--- config.mk ---
export PLATFORM = sky130hd
export DESIGN_NAME = adder_sched_flat
export DESIGN_NICKNAME = d
export VERILOG_FILES = /design/src/rtl/adder_sched_pkg.sv /design/src/rtl/adder_sched_if.sv /design/src/rtl/adder.sv /design/src/rtl/adder_sched_rr_arb.sv /design/src/rtl/adder_sched.sv /design/src/flat_wrapper.sv
export SDC_FILE = /design/constraint.sdc
export NUM_CORES = 1
export LEC_CHECK = 0
export CORE_AREA = 2 2 231 233
export DETAILED_ROUTE_END_ITERATION = 10
export DIE_AREA = 0 0 233 235
export PLACE_DENSITY = 0.58
export SYNTH_ARGS = -nofsm -noshare
export SYNTH_HDL_FRONTEND = slang
export SYNTH_HIERARCHICAL = 1
export SYNTH_SLANG_ARGS = --single-unit
--- constraint.sdc ---
create_clock -name clk -period 5.45 [get_ports clk]
set_clock_uncertainty 0.1 [all_clocks]
set_input_delay 1.635 -clock clk [delete_from_list [all_inputs] [get_ports clk]]
set_output_delay 1.635 -clock clk [all_outputs]
set_load 0.05 [all_outputs]
--- src/rtl/adder_sched_pkg.sv ---
// Shared types, constants and the round-robin pick function for adder_sched.
package adder_sched_pkg;

    localparam int SLICE_W  = 16;
    localparam int MAX_NREQ = 8;

    typedef enum logic [1:0] {IDLE, RUN, RESP} state_t;

    typedef struct packed {
        logic       found;
        logic [2:0] idx;
    } pick_t;

    // Unused requester bits must be zero, so wrapping at MAX_NREQ behaves as wrapping at NREQ.
    function automatic pick_t rr_pick(input logic [MAX_NREQ-1:0] valid, input logic [2:0] ptr);
        pick_t      p;
        logic [2:0] k;
        p = '0;
        for (int i = MAX_NREQ - 1; i >= 0; i--) begin
            k = ptr + 3'(i);
            if (valid[k]) begin
                p.found = 1'b1;
                p.idx   = k;
            end
        end
        return p;
    endfunction

endpackage

--- src/rtl/adder_sched_if.sv ---
// Requester/response bundle for adder_sched; rsp_ovf exists only when ADDER_SCHED_OVF_EN is defined.
interface adder_sched_if #(
    parameter int NREQ  = 4,
    parameter int WORDS = 4
) ();
    import adder_sched_pkg::*;

    localparam int W   = SLICE_W * WORDS;
    localparam int IDW = $clog2(NREQ);

    logic [NREQ-1:0]   req_valid;
    logic [NREQ*W-1:0] req_a;
    logic [NREQ*W-1:0] req_b;
    logic [NREQ-1:0]   req_cin;
    logic [NREQ-1:0]   req_ready;
    logic              rsp_valid;
    logic              rsp_ready;
    logic [IDW-1:0]    rsp_id;
    logic [W-1:0]      rsp_sum;
    logic              rsp_cout;
    logic              busy;
`ifdef ADDER_SCHED_OVF_EN
    logic              rsp_ovf;
`endif

    modport master (
        output req_valid, req_a, req_b, req_cin, rsp_ready,
        input  req_ready, rsp_valid, rsp_id, rsp_sum, rsp_cout, busy
`ifdef ADDER_SCHED_OVF_EN
        , input rsp_ovf
`endif
    );

    modport slave (
        input  req_valid, req_a, req_b, req_cin, rsp_ready,
        output req_ready, rsp_valid, rsp_id, rsp_sum, rsp_cout, busy
`ifdef ADDER_SCHED_OVF_EN
        , output rsp_ovf
`endif
    );

endinterface

--- src/rtl/adder.sv ---
// 16-bit adder slice shared by the scheduler datapath.
module adder (
    input  logic [15:0] a,
    input  logic [15:0] b,
    input  logic        cin,
    output logic [15:0] sum,
    output logic        cout
);
    assign {cout, sum} = {1'b0, a} + {1'b0, b} + {16'b0, cin};
endmodule

--- src/rtl/adder_sched_rr_arb.sv ---
// Combinational round-robin picker: first valid requester at or after ptr.
module adder_sched_rr_arb
    import adder_sched_pkg::*;
#(
    parameter int NREQ = 4,
    parameter int IDW  = $clog2(NREQ)
) (
    input  logic [NREQ-1:0] valid,
    input  logic [IDW-1:0]  ptr,
    output logic [NREQ-1:0] grant,
    output logic [IDW-1:0]  gidx
);
    pick_t               pick;
    logic [MAX_NREQ-1:0] valid_ext;

    // NOTE: every always_comb output gets a default before any branch, so no latch is inferred.
    always_comb begin
        valid_ext             = '0;
        valid_ext[NREQ-1:0]   = valid;
        pick                  = rr_pick(valid_ext, 3'(ptr));
        grant                 = '0;
        gidx                  = IDW'(pick.idx);
        if (pick.found) grant = NREQ'(1) << pick.idx;
    end
endmodule

--- src/rtl/adder_sched.sv ---
// Round-robin scheduler sharing one 16-bit adder over NREQ multi-slice requests.
// Optional overflow output enabled by ADDER_SCHED_OVF_EN.
module adder_sched
    import adder_sched_pkg::*;
#(
    parameter int NREQ  = 4,
    parameter int WORDS = 4
) (
    input logic          clk,
    input logic          rst_n,
    adder_sched_if.slave bus
);
    localparam int W   = SLICE_W * WORDS;
    localparam int IDW = $clog2(NREQ);
    localparam int SW  = (WORDS > 1) ? $clog2(WORDS) : 1;

    state_t               state;
    logic [IDW-1:0]       ptr, id_q, gidx;
    logic [NREQ-1:0]      grant;
    logic [SW-1:0]        slice;
    logic [W-1:0]         a_q, b_q, sum_q;
    logic                 cin_q, c_q, rsp_valid_q, busy_q;
    logic [SLICE_W-1:0]   add_a, add_b, add_sum;
    logic                 add_cin, add_cout, last_slice;
`ifdef ADDER_SCHED_OVF_EN
    logic                 ovf_q;
`endif

    adder_sched_rr_arb #(.NREQ(NREQ)) u_arb (
        .valid (bus.req_valid),
        .ptr   (ptr),
        .grant (grant),
        .gidx  (gidx)
    );

    // Grants are offered only in IDLE and are held low while reset is asserted.
    assign bus.req_ready = (rst_n && state == IDLE) ? grant : '0;

    assign add_a      = a_q[slice*SLICE_W +: SLICE_W];
    assign add_b      = b_q[slice*SLICE_W +: SLICE_W];
    assign add_cin    = (slice == '0) ? cin_q : c_q;
    assign last_slice = (slice == SW'(WORDS - 1));

    adder u_adder (
        .a    (add_a),
        .b    (add_b),
        .cin  (add_cin),
        .sum  (add_sum),
        .cout (add_cout)
    );

    // NOTE: all sequential state uses non-blocking assignments so every register samples pre-edge values.
    always_ff @(posedge clk or negedge rst_n) begin
        if (!rst_n) begin
            state       <= IDLE;
            ptr         <= '0;
            slice       <= '0;
            a_q         <= '0;
            b_q         <= '0;
            cin_q       <= 1'b0;
            c_q         <= 1'b0;
            sum_q       <= '0;
            id_q        <= '0;
            rsp_valid_q <= 1'b0;
            busy_q      <= 1'b0;
`ifdef ADDER_SCHED_OVF_EN
            ovf_q       <= 1'b0;
`endif
        end else begin
            case (state)
                IDLE: begin
                    if (|bus.req_valid) begin
                        a_q    <= bus.req_a[gidx*W +: W];
                        b_q    <= bus.req_b[gidx*W +: W];
                        cin_q  <= bus.req_cin[gidx];
                        id_q   <= gidx;
                        ptr    <= (gidx == IDW'(NREQ - 1)) ? '0 : gidx + 1'b1;
                        slice  <= '0;
                        busy_q <= 1'b1;
                        state  <= RUN;
                    end
                end
                RUN: begin
                    sum_q[slice*SLICE_W +: SLICE_W] <= add_sum;
                    c_q                             <= add_cout;
                    if (last_slice) begin
                        slice       <= '0;
                        rsp_valid_q <= 1'b1;
                        state       <= RESP;
`ifdef ADDER_SCHED_OVF_EN
                        ovf_q <= (a_q[W-1] == b_q[W-1]) && (add_sum[SLICE_W-1] != a_q[W-1]);
`endif
                    end else begin
                        slice <= slice + 1'b1;
                    end
                end
                RESP: begin
                    if (bus.rsp_ready) begin
                        rsp_valid_q <= 1'b0;
                        busy_q      <= 1'b0;
                        state       <= IDLE;
                    end
                end
                default: state <= IDLE;
            endcase
        end
    end

    assign bus.rsp_valid = rsp_valid_q;
    assign bus.rsp_id    = id_q;
    assign bus.rsp_sum   = sum_q;
    assign bus.rsp_cout  = c_q;
    assign bus.busy      = busy_q;
`ifdef ADDER_SCHED_OVF_EN
    assign bus.rsp_ovf   = ovf_q;
`endif

endmodule

--- src/flat_wrapper.sv ---
// flat-port wrapper written by rule: the top's interface ports become plain ports
module adder_sched_flat import adder_sched_pkg::*;
#(
    parameter int NREQ  = 4,
    parameter int WORDS = 4
)
  (clk, rst_n, bus_req_valid, bus_req_a, bus_req_b, bus_req_cin, bus_rsp_ready, bus_req_ready, bus_rsp_valid, bus_rsp_id, bus_rsp_sum, bus_rsp_cout, bus_busy);
  adder_sched_if #(.NREQ(NREQ), .WORDS(WORDS)) bus_i ();
  input logic clk;
  input logic rst_n;
  input wire logic [$bits(bus_i.req_valid)-1:0] bus_req_valid;
  input wire logic [$bits(bus_i.req_a)-1:0] bus_req_a;
  input wire logic [$bits(bus_i.req_b)-1:0] bus_req_b;
  input wire logic [$bits(bus_i.req_cin)-1:0] bus_req_cin;
  input wire logic [$bits(bus_i.rsp_ready)-1:0] bus_rsp_ready;
  output wire logic [$bits(bus_i.req_ready)-1:0] bus_req_ready;
  output wire logic [$bits(bus_i.rsp_valid)-1:0] bus_rsp_valid;
  output wire logic [$bits(bus_i.rsp_id)-1:0] bus_rsp_id;
  output wire logic [$bits(bus_i.rsp_sum)-1:0] bus_rsp_sum;
  output wire logic [$bits(bus_i.rsp_cout)-1:0] bus_rsp_cout;
  output wire logic [$bits(bus_i.busy)-1:0] bus_busy;
  assign bus_i.req_valid = bus_req_valid;
  assign bus_i.req_a = bus_req_a;
  assign bus_i.req_b = bus_req_b;
  assign bus_i.req_cin = bus_req_cin;
  assign bus_i.rsp_ready = bus_rsp_ready;
  assign bus_req_ready = bus_i.req_ready;
  assign bus_rsp_valid = bus_i.rsp_valid;
  assign bus_rsp_id = bus_i.rsp_id;
  assign bus_rsp_sum = bus_i.rsp_sum;
  assign bus_rsp_cout = bus_i.rsp_cout;
  assign bus_busy = bus_i.busy;
  adder_sched #(.NREQ(NREQ), .WORDS(WORDS)) u_core (.clk(clk), .rst_n(rst_n), .bus(bus_i));
endmodule
# --- Word level (Yosys, flattened, before mapping) ---
# Cells that the tools add are included.
word_totals:
  ff_bits: 204
  inputBits: 523
  output_inout_bits: 73
  word_cells: 101
op_classes:
  addsub: 12
  order_cmp: 9
  n_eq_ne: 7
  shifts: 7
  mux: 43
  reduce_logical: 12
ops:
  columns: ["cell", "n"]
  rows:
  - ["256-bit by 9-bit indexed part select with 64-bit output", 2]
  - ["64-bit by 7-bit indexed part select with 16-bit output", 2]
  - ["64-bit bitwise mux", 1]
  - ["16-bit by 34-bit variable shift with 64-bit output (first input constant)", 1]
  - ["16-bit by 34-bit indexed part select with 64-bit output", 1]
  - ["4-bit 2-to-1 mux", 10]
  - ["6-bit negation with 34-bit output", 1]
  - ["3-bit by 4-bit < comparator with 1-bit output (second input constant)", 7]
  - ["1-bit binary-select mux with 3-bit select", 7]
  - ["16-bit by 16-bit adder with 17-bit output", 1]
  - ["17-bit by 1-bit adder with 17-bit output", 1]
  - ["1-bit 2-to-1 mux", 13]
  - ["2-bit by 3-bit adder with 3-bit output (second input constant)", 4]
  - ["2-bit 2-to-1 mux", 6]
  - ["3-bit AND reduction", 3]
  - ["2-bit by 2-bit adder with 3-bit output (second input constant)", 2]
  - ["2-bit == test (second input constant)", 3]
  - ["2-bit case mux with 3 select lines", 1]
  - ["2-bit nonzero test", 3]
  - ["2-bit by 1-bit adder with 2-bit output (second input constant)", 2]
  - ["1-bit binary-select mux with 2-bit select", 2]
  - ["2-bit logical NOT", 2]
  - ["2-bit by 4-bit < comparator with 1-bit output (second input constant)", 1]
  - ["2-bit inequality test (second input constant)", 2]
  - ["10 further kinds", 12]

# --- Depth between registers and ports, before layout ---
logic_depth:
  word_depth: 14
  ltp_mapped: 15
  mapped_depth_nobuf: 13

# --- Cells and area by module ---
# Netlist, hierarchy kept.
modules_own_cells:
  columns: ["mod", "instances", "cells_each", "area_per_inst_um2", "seq_area_each_um2"]
  rows:
  - ["adder_sched", 1, 678, 11903.9, 5104.9]
  - ["adder", 1, 89, 733.2, 0.0]
  - ["adder_sched_rr_arb", 1, 53, 409.1, 0.0]

# --- Worst setup path after synthesis ---
# No wires, ideal clock.
synth_path:
  path_type: "input-to-output"
  start: "input bus_req_valid[1]"
  end: "output bus_req_ready[2]"
  arrival_ns: 3.287
  required_ns: 3.715
  path_slack_ns: 0.428
  cell_stages: 8
  path_buffers: 1
  cell_sequence: "buf_2 -> mux4_2 -> a32oi_1 -> o211ai_1 -> a21oi_2 -> inv_2 -> nor2_1 -> and3_1"
synth_via:
  elab_chain_len: 13
  word_cells_on_any_way: 27
  cone_classes: "shift (1); mux (26)"
synth_lines:
  columns: ["item", "line_no", "source"]
  rows:
  - ["from (decl)", "flat_wrapper.sv:11", "input wire logic [$bits(bus_i.req_valid)-1:0] bus_req_valid;"]
  - ["1-bit binary-select mux with 3-bit select", "adder_sched_pkg.sv:21", "if (valid[k]) begin"]
  - ["1-bit 2-to-1 mux (implied by the code)", "adder_sched_pkg.sv:21", null]
  - ["4-bit 2-to-1 mux (7 in series)", "adder_sched_pkg.sv:21", null]
  - ["4-bit 2-to-1 mux (*)", "adder_sched_pkg.sv:21", null]
  - ["named net u_core.gidx[0]", "adder_sched.sv:18", "logic [IDW-1:0] ptr, id_q, gidx;"]
  - ["1-bit by 3-bit left shift with 4-bit output (*)", "adder_sched_rr_arb.sv:23", "if (pick.found) grant = NREQ'(1) << pick.idx;"]
  - ["4-bit 2-to-1 mux (*)", "adder_sched_rr_arb.sv:23", null]
  - ["named net u_core.grant[2]", "adder_sched.sv:19", "logic [NREQ-1:0] grant;"]
  - ["4-bit 2-to-1 mux (*)", "adder_sched.sv:37", "assign bus.req_ready = (rst_n && state == IDLE) ? grant : '0;"]
  - ["to (decl)", "flat_wrapper.sv:16", "output wire logic [$bits(bus_i.req_ready)-1:0] bus_req_ready;"]
# The timed path passes the listed nets; every way through them passes the cells marked *. The select of a mux whose other input is x is not followed.

# --- Final worst setup path ---
layout_path:
  start: "input bus_req_valid[2]"
  end: "output bus_req_ready[2]"
# Same word-level chain as after synthesis.

==> results.yml <==
synthesis:
  synth.cell_area_sq_mm: 0.0130
  synth-edff-count: 0
  yosysSeqAreaShare_pct: 39.1
  synth_warnings: 6
  ys.flop_type: "dfrtp_1"
  syn_area_per_cell_sq_um: 15.9
  synth_cell_types: 63
  synthArstFlopShare_pct: 100
  synthCells: 820
  yosys_register_bits: 204
  syn-num-nets: 1369
worst_setup_path:
  critPathKind: "in2out"
  rrSetupSlack_ns: 1.17
  cp.buffers_inverters: 4
  critPathCaptureType: "output port"
  crit_path_max_fanout: 9
  crit_path_max_incr_delay_ns: 0.48
  start_kind: "primary input"
  worstPathRequired_ns: 3.72
  crit_slowest_cell: "mux4_2"
  critical_path_arrival_ns: 3.56
  crit_path_cell_trace: "dlygate4sd2_1 -> mux4_2 -> a32oi_1 -> o211ai_1 -> a21oi_2 -> buf_6 -> inv_8 -> nor2_1 -> and3_4 -> buf_12"
  critical-path-top-delay-family: "buffers and inverters"
placement:
  place_inst: 2071
  gp_congestion: 0.905
  portBuffers: 595
  pre_cts_ws_ns: -0.0933
  dp_hpwl_mm: 44.5
clocking:
  clockBufferDepth: 3
  cts_setup_buffers: 0
  htree_num_levels: 1
  tritoncts: "yes"
  insertion_delay_ns: 0.55
  cts_buffers: 26
  numClockSinks: 204
  cts-root-buf: "clkbuf_16"
  hold_buffers: 0
  clk_pin_slew_ns: 0.06
final_layout:
  final_cells: 2128
  fin_util_pct: 39.7
  drive_gt1_share_pct: 28.4
  nets: 1960
  mostFrequentLayoutCells: "586 x clkdlybuf4s50_1, 202 x dfrtp_1, 162 x mux4_2"
  final_common_cell: "clkdlybuf4s50_1"
  syn2layout_area_growth_pct: 58.8
timing:
  max_freq_mhz: 189
  relSlewSlack_pct: 24.7
  setup_ws_ns: 0.158
  hold_viol: 0
  drv_slew: 0
  rsz0062_at_grt: "false"
  final.period_utilization_pct: 97.1
  fin_crit_ns: 5.29
  worstMarginPinSlew_ns: 1.13
  setup_viol: 0
floorplanning:
  start_util_pct: 25.0
  num_io_pins: 596
  die-area_sq_mm: 0.0548
  core_sq_mm: 0.0522
  dieHeight_microns: 235
  core.rowCount: 84
  die-width_microns: 233
min_path:
  holdCritPathClass: "reg2reg"
power:
  leakage_nw: 8.17
  p_per_area_mw_per_mm2: 732
  peakVddDrop_mv: 0.551
routing:
  routedWlPerCell_microns: 25.2
  wirelength_mm: 53.6
  drt-initial-drc-count: 470
  first_pass_iters: 4
  dr_total_vias: 10253
  vias_per_cell: 4.82
  antenna_left: 0
  drc: 0
run_status:
  outcome: "finished clean"
job:
  cap_viol_max_count: 0
global_route:
  grt_start_max_net_pins: 127
  overflow: 0
  grt_pass1_vias: 11068
  grt_antenna_before_repair: 25
  grt_use_total_pct: 19.1
  grt_pass1_wl_mm: 75.8
logic make-up after synthesis:
group | Yosys count | share of synthesized area [%]
AND/OR/NAND/NOR | 72 | 3.55
buffers and inverters | 78 | 3.55
AO/OA/AOI/OAI | 121 | 7.51
adder cells (fa/ha/maj) | 26 | 2.61
multiplexers | 305 | 42.7
flip-flops | 204 | 39.1
XOR/XNOR | 14 | 0.940
synthesized netlist by cell type (all sizes together) (5+ instances only):
cell type  number  area [sq um]
and3            6          37.5
nor2           14          52.6
a22o           62           543
o21bai          5          37.5
dfrtp         204          5100
xnor2           9          78.8
ha             24           300
a21o            6          46.3
xor2            5          43.8
nand2b          9          56.3
mux2          138          1860
o21ai          11          62.6
buf            51           353
a21oi          14          85.1
nand3b          5          66.3
clkbuf         15          65.1
inv            12          45.0
nand2          17          63.8
mux4          163          3670
worst reg2reg max path, delay by kind of cell (launching register included):
family | cells | cell delay (ns)
adder cells (fa/ha/maj) | 2 | 0.94
flip-flops | 1 | 0.62
AO/OA/AOI/OAI | 4 | 0.97
buffers and inverters | 1 | 0.35
AND/OR/NAND/NOR | 1 | 0.11
multiplexers | 1 | 0.64
XOR/XNOR | 1 | 0.48
through the flow:
step / hold WS, ns / cell area, sq um / power [mW] / TNS, ns
after floorplan: 0.375 / 13000 / 10.3 / 0
after global placement: 0.386 / 19800 / 13.5 / -0.158
after detailed placement: 0.390 / 19800 / 13.6 / -0.172
after CTS: 0.408 / 20700 / 15.5 / 0
after global routing: 0.417 / 20700 / 16.2 / 0
final: 0.401 / 20700 / 15.2 / 0
path summary, 6_finish.rpt:
kind,from,endpoint,depth (start not counted)
min in group asynchronous,rst_n,u_core/bus.rsp_cout,1
worst min register to register,u_core/bus.rsp_sum[22],u_core/bus.rsp_sum[22],1
worst max-delay path,bus_req_valid[2],bus_req_ready[2],10
max in group asynchronous,rst_n,u_core/b_q[15],3
worst max register to register,u_core/slice[0],u_core/bus.rsp_sum[8],10
worst min-delay path,u_core/bus.rsp_sum[22],u_core/bus.rsp_sum[22],1
layer usage:
layer	part of all wire, %	GRT usage (%)
met5	0.21	0
met4	2.0	4.05
met1	42	24.7
met2	48	32.0
met3	7.8	5.17
registers in the layout (all words and copies together) (netlist names), 2 cells and up:
register and flops:
u_core/slice 2, u_core/state 2, u_core/bus.rsp_id 2, u_core/b_q 64, u_core/bus.rsp_sum 64, u_core/ptr 2, u_core/a_q 64
where the power goes:
group / switching, mW / internal, mW / total (mW)
sequential: 0.514 / 2.24 / 2.75
clock: 0.687 / 1.09 / 1.78
combinational: 5.43 / 5.21 / 10.6
final cells by class:
class | count | area [sq um]
Inverter | 12 | 57.6
Timing Repair Buffer | 629 | 6290
Multi-Input combinational cell | 538 | 7500
Sequential cell | 204 | 5110
Clock inverter | 10 | 139
Antenna cell | 9 | 22.5
Clock buffer | 38 | 747
Fill cell | 4878 | 31500
Tap cell | 688 | 861
timing repair:
action	4_1_cts	5_1_grt
resized for setup	2	5
pin swaps	1	1
cloned	0	0
endpoints found under the setup margin	3	4
No activity file was read; power rests on OpenSTA's default activity.
